<file path="src/rtl/multiply_seq.sv">
// Iterative 32x32 shift-add multiplier, 64-bit product, 32 CALC cycles.
// Ports: clk, reset (sync, active-high), mult_begin, mult_op1, mult_op2 in;
//   product, mult_end, overflow out. `MULT_SIGNED_EN selects signed mode.
module multiply_seq (
  input  logic        clk,
  input  logic        reset,
  input  logic        mult_begin,
  input  logic [31:0] mult_op1,
  input  logic [31:0] mult_op2,
  output logic [63:0] product,
  output logic        mult_end,
  output logic        overflow
);

  typedef enum logic [1:0] {
    IDLE,
    CALC,
    DONE
  } state_t;

  state_t      state;
  state_t      state_nxt;
  logic [63:0] mcand;
  logic [63:0] acc;
  logic [63:0] acc_sum;
  logic [63:0] result;
  logic [31:0] mplier;
  logic [31:0] mag1;
  logic [31:0] mag2;
  logic [4:0]  count;
  logic        last;
  logic        ovf_calc;

`ifdef MULT_SIGNED_EN
  logic        neg;

  // Magnitude of 0x80000000 wraps to itself, which is the correct
  // unsigned 32-bit magnitude.
  assign mag1 = mult_op1[31] ? (~mult_op1 + 32'd1) : mult_op1;
  assign mag2 = mult_op2[31] ? (~mult_op2 + 32'd1) : mult_op2;
  assign result = neg ? (~acc_sum + 64'd1) : acc_sum;
  assign ovf_calc = ~((&result[63:31]) | ~(|result[63:31]));
`else
  assign mag1 = mult_op1;
  assign mag2 = mult_op2;
  assign result = acc_sum;
  assign ovf_calc = |result[63:32];
`endif

  assign acc_sum = acc + (mplier[0] ? mcand : 64'd0);
  assign last    = (count == 5'd31);

  always_ff @(posedge clk) begin
    if (reset) begin
      state <= IDLE;
    end else begin
      state <= state_nxt;
    end
  end

  always_comb begin
    state_nxt = state;
    if (!mult_begin) begin
      state_nxt = IDLE;
    end else begin
      unique case (state)
        IDLE:    state_nxt = CALC;
        CALC:    state_nxt = last ? DONE : CALC;
        DONE:    state_nxt = DONE;
        default: state_nxt = IDLE;
      endcase
    end
  end

  always_ff @(posedge clk) begin
    if (reset) begin
      mcand    <= 64'd0;
      acc      <= 64'd0;
      mplier   <= 32'd0;
      count    <= 5'd0;
      product  <= 64'd0;
      mult_end <= 1'b0;
      overflow <= 1'b0;
`ifdef MULT_SIGNED_EN
      neg      <= 1'b0;
`endif
    end else begin
      unique case (state)
        IDLE: begin
          mult_end <= 1'b0;
          if (mult_begin) begin
            mcand  <= {32'd0, mag1};
            mplier <= mag2;
            acc    <= 64'd0;
            count  <= 5'd0;
`ifdef MULT_SIGNED_EN
            neg    <= mult_op1[31] ^ mult_op2[31];
`endif
          end
        end
        CALC: begin
          // Abort leaves product/overflow untouched.
          if (mult_begin) begin
            acc    <= acc_sum;
            mcand  <= mcand << 1;
            mplier <= mplier >> 1;
            count  <= count + 5'd1;
            if (last) begin
              product  <= result;
              overflow <= ovf_calc;
              mult_end <= 1'b1;
            end
          end
        end
        DONE: begin
          if (!mult_begin) begin
            mult_end <= 1'b0;
          end
        end
        default: mult_end <= 1'b0;
      endcase
    end
  end

endmodule

</file>
<file path="config.mk">
export PLATFORM = sky130hd
export DESIGN_NAME = multiply_seq
export DESIGN_NICKNAME = d
export VERILOG_FILES = /design/src/rtl/multiply_seq.sv
export SDC_FILE = /design/constraint.sdc
export NUM_CORES = 1
export LEC_CHECK = 0
export CAP_MARGIN = 5
export CORE_MARGIN = 3
export CORE_UTILIZATION = 30
export DETAILED_ROUTE_END_ITERATION = 8
export SYNTH_ARGS = -nofsm -noshare
export SYNTH_HDL_FRONTEND = slang
export SYNTH_SLANG_ARGS = --single-unit
</file>
<file path="constraint.sdc">
create_clock -name clk -period 7.8 [get_ports clk]
set_input_delay 1.17 -clock clk [delete_from_list [all_inputs] [get_ports clk]]
set_output_delay 1.17 -clock clk [all_outputs]
set_load 0.01 [all_outputs]
</file>
* Yosys cells after proc, flatten, opt, wreduce, memory -nomap -nowiden *
Index checks and enable logic that the tools add are counted.
W data, S select, Z words.

operators by class
  $add $sub $neg = 2
  equal/unequal tests = 7
  muxes and demuxes = 19
  bitwise gates (word level) = 1
  reductions and logical operators = 7

operators with widths
  operator               number
  $mux W64               5
  $pmux W64 S2           2
  $add A64 B64 Y64       1
  $mux W32               2
  $pmux W32 S2           1
  $reduce_or A32 Y1      1
  $mux W5                2
  $pmux W5 S2            1
  $reduce_and A3 Y1      3
  $ne A2 B2 Y1 const B   4
  $pmux W2 S3            1
  $add A5 B1 Y5 const B  1
  $eq A5 B5 Y1 const B   1
  $mux W1                3
  $eq A2 B1 Y1 const B   1
  $eq A2 B2 Y1 const B   1
  $logic_not A2 Y1       1
  $mux W2                1
  $pmux W1 S2            1
  $reduce_bool A2 Y1     1
  $reduce_or A2 Y1       1
  $not A1 Y1             1

storage, ports and cells
  flip-flop bits (word level) = 233
  bits of input ports = 67
  output and inout bits = 66

* Depth between registers and ports, before layout *
  word-level depth = 4
  gate-level depth with buffers = 16
  gate-level depth less buffers = 15

* Worst setup path before layout *
Ideal clock, no wire load.

  path type = reg-to-reg
  start point = register mplier[0]
  end point = register overflow
  library setup time = 127 ps
  arrival time = 3,502 ps
  required time = 7,673 ps
  slack = 4,171 ps
  cell stages (with the launch flop) = 16
  buffers on the path = 2
  clock period less this slack = 3,629 ps
  cells stage by stage = dfxtp_1 > clkbuf_1 > clkbuf_1 > nand2_1 > fa_1 > nand2b_1 > a21oi_1 > o21ai_0 > a211oi_1 > nor3_2 > o31ai_1 > a21bo_2 > xor2_1 > or4_1 > nor4_2 > a31oi_1

on the way
  longest elaborated chain between the ends = 3

ends and longest elaborated chain
  element                 line  RTL
  start, declared         27    logic [31:0] mplier;
  start signal, assigned  93    mplier <= mag2;
  start signal, assigned  106   mplier <= mplier >> 1;
  $mux W64                50    assign acc_sum = acc + (mplier[0] ? mcand : 64'd0);
  $add A64 B64 Y64        50
  $reduce_or A32 Y1       47    assign ovf_calc = |result[63:32];
  end signal, assigned    110   overflow <= ovf_calc;
  end, declared           12    output logic overflow

No other way between the ends.
A chain may end at the register's enable or synchronous reset.

* Worst setup path in the final report *
Same ends and word-level chain as after synthesis.

==> run metrics <==
status complete, no violations; mapped cell area between 10,000 and 15,000 sq um; gr ovfl total 0; Worst Tran Pin Value approximately 1.2 ns; Rows 76; Skew-Pair Late Insertion Delay 0.58 ns; drt first-iter violations about 830; slew margin rel. 0.213; Post-synth ARST share 0; DRC errors left 0; setup TNS 0 ns; Peak VDD IR 150 uV; critical path's slowest cell dfxtp_1; Hold-fix buffers, CTS 0; initial antenna violation count 0; area occupied by multi-input gates slightly above 8000 sq um; Die Wd between 200 and 250 um; sw frac 0.243; Most Crowded Layer GR met2; setup violators final 0; PortBufs ~130; RSZ-0062 raised after global routing false; Main synth FF type dfxtp_1; Fin. Hold Viols 0; antenna cell count 0; Seq/Total Area, Yosys 0.350; Req. time, crit path 8.25 ns; layout cells sized above 1 0.0484; Hold/Removal Path Class reg2reg; WL per Instance 17.3 um; share of total power in combinational logic 0.065; effective utilization at floorplan 0.306; Period minus WS final between 4 and 5 ns; placed cell areas approximately 15,000 sq um; final net count between 1,500 and 2,000; Die ar. between 40,000 and 50,000 sq um; WP data arrival ~5.3 ns; EDFF count, synth 0; M3 GR Usage 0.0370; Reg power frac 0.452; Num Clock Sinks between 200 and 250; CP Max Fanout 34; Boundary Pins 133; filler cell count roughly 4,600; # Post-CTS Setup Buffers 0; max-cap viol count 0; antenna-violating nets left 0; Synth cell types between 80 and 90; vias in the first global route roughly 12,000; drt total wl 41,200 um; Mapped Avg Cell Area slightly below 8 sq um; Pre-antenna DRT Iters 5; Startpoint Class register; CP cell instances buf_4 > and2_1 > ha_1 > nand4_1 > nor3_1 > nor4b_1 > a21oi_1 > o21ai_0 > xor2_1 > nor4_1 > nand4_1 > nor4_1 > a31oi_1; Switch Pwr approximately 660 uW; clock tree buffer depth 3; fin area 16,000 sq um; synth-to-layout area growth 19.7%; max incr delay on CP slightly above 0.9 ns; CTS tree yes; vias per cell ~5.2; CP Class reg2reg; Achievable Freq around 200 MHz; routability cong. 0.958; worst slack at placement a little under 3 ns; Max Slew Vio Count 0; Tot GR Track Use 0.172; cts repair resizes 0; WP buf/inv 1; Register Area roughly 4700 sq um; Die Ht about 220 um; family with the most delay on the worst path simple AND/OR/NAND/NOR gates; DPL Wire Length about 30,000 um; synthesized flop and latch total roughly 230; Final WS setup 2.94 ns; leakage between 6 and 7 nW; Num CTS Buffers 28; pwr/cell area approximately 170 nW/um^2; CP endpoint kind register; pin count of the biggest net entering global routing ~100; Root Buffer clkbuf_16; core box area about 44,000 sq um; number of synthesis warnings 0; vias about 12,000; clock slew at reported path FFs ~0.06 ns; htree depth 1; syn nets 1,858; GR met1 Demand/Resource 0.231; final worst path period share 0.623; clock share of power 0.483; synthesized instance count about 1,700; first-pass GRT wire length 66,700 um; clock skew about 0.028 ns; Pint just over 2 mW; M2 GR Usage 0.283
==> worst min-delay path, stage by stage, from the launching register on <==
cell,delay (ns)
dfxtp_1,0.31
nand2_1,0.05
a21oi_1,0.05
==> per-stage QoR <==
stage | total power, mW | hold WS, ns | cells | util
after floorplan | 1.37 | 0.431 | 1725 | -
after detailed placement | 1.45 | 0.446 | 2333 | 0.345
after global routing | 2.85 | 0.470 | 2384 | 0.367
after CTS | 2.78 | 0.455 | 2383 | 0.367
after global placement | 1.44 | 0.442 | 2333 | 0.345
final | 2.74 | 0.453 | 2384 | 0.367
==> registers in the layout, summed over array words and instances, names as in the netlist <==
name      count
acc          64
count         5
mcand        64
mplier       32
mult_end      1
overflow      1
product      64
state         2
==> metal layers <==
layer | vias to the layer above | share of wire
li1 | 6226 | -
met1 | 5871 | 0.46
met2 | 301 | 0.45
met3 | 64 | 0.066
met4 | 0 | 0.022
met5 | - | 0
==> kinds of logic (layout without fill, tap and decap cells) <==
kind of cell	after synthesis	in the layout	synth area share
AOI/OAI and AO/OA	489	489	0.230
xor gates and xnor gates	49	49	0.0327
adders and majority gates	66	66	0.0624
buffers and inverters	136	210	0.0399
DFF	233	233	0.350
muxes	63	63	0.0473
and+or+nand+nor	689	689	0.239
==> Yosys cell counts (all sizes together) (9+ instances only) <==
master | number | area, sq um
dfxtp | 233 | 4660
xor2 | 23 | 201
o21ai | 56 | 284
inv | 17 | 63.8
and2 | 70 | 439
nor2 | 182 | 702
mux2i | 62 | 621
nand4 | 23 | 144
buf | 18 | 80.1
a21o | 30 | 226
a211oi | 72 | 541
nand2 | 275 | 1040
o21bai | 11 | 82.6
a21oi | 213 | 1070
a31oi | 11 | 68.8
nor3 | 27 | 140
nand3 | 50 | 250
xnor2 | 26 | 235
ha | 65 | 813
nor4 | 10 | 75.1
clkbuf | 101 | 389
a22oi | 44 | 330
or3 | 9 | 61.3
==> placed cells by master (no fill, tap or decap), types with 50 or more instances in the layout <==
| cell type | synthesis | final |
|---|---|---|
| a211oi_1 | 72 | 72 |
| a21oi_1 | 213 | 213 |
| ha_1 | 65 | 65 |
| mux2i_1 | 62 | 62 |
| dfxtp_1 | 233 | 232 |
| and2_1 | 69 | 68 |
| nand3_1 | 50 | 50 |
| o21ai_0 | 54 | 54 |
| clkdlybuf4s50_1 | 0 | 131 |
| nor2_1 | 180 | 180 |
| nand2_1 | 273 | 272 |
==> cell type report <==
cell class                      instances  area share
Multi-Input combinational cell       1356       0.511
Sequential cell                       233       0.292
Timing Repair Buffer                  143      0.0878
Clock buffer                           36      0.0470
Tap cell                              585      0.0458
Clock inverter                         14      0.0118
Inverter                               17     0.00399
==> worst paths after layout <==
kind | cells after the start | from | end | slack (ns)
setup / recovery | 13 | mplier[0]$_SDFFE_PP0P_ | overflow$_SDFFE_PP0P_ | 2.94
hold / removal | 2 | product[31]$_SDFFE_PP0P_ | product[31]$_SDFFE_PP0P_ | 0.45
setup reg to reg | 13 | mplier[0]$_SDFFE_PP0P_ | overflow$_SDFFE_PP0P_ | 2.94
hold reg to reg | 2 | product[31]$_SDFFE_PP0P_ | product[31]$_SDFFE_PP0P_ | 0.45
==> power groups by stage <==
| stage | clock, mW | combinational [mW] | sequential [mW] |
|---|---|---|---|
| floorplan | 0 | 0.120 | 1.25 |
| global placement | 0 | 0.176 | 1.26 |
| global route | 1.41 | 0.197 | 1.24 |
| detailed placement | 0 | 0.180 | 1.27 |
| CTS | 1.36 | 0.180 | 1.24 |
| finish | 1.32 | 0.178 | 1.24 |
No activity file was read; power rests on OpenSTA's default activity.
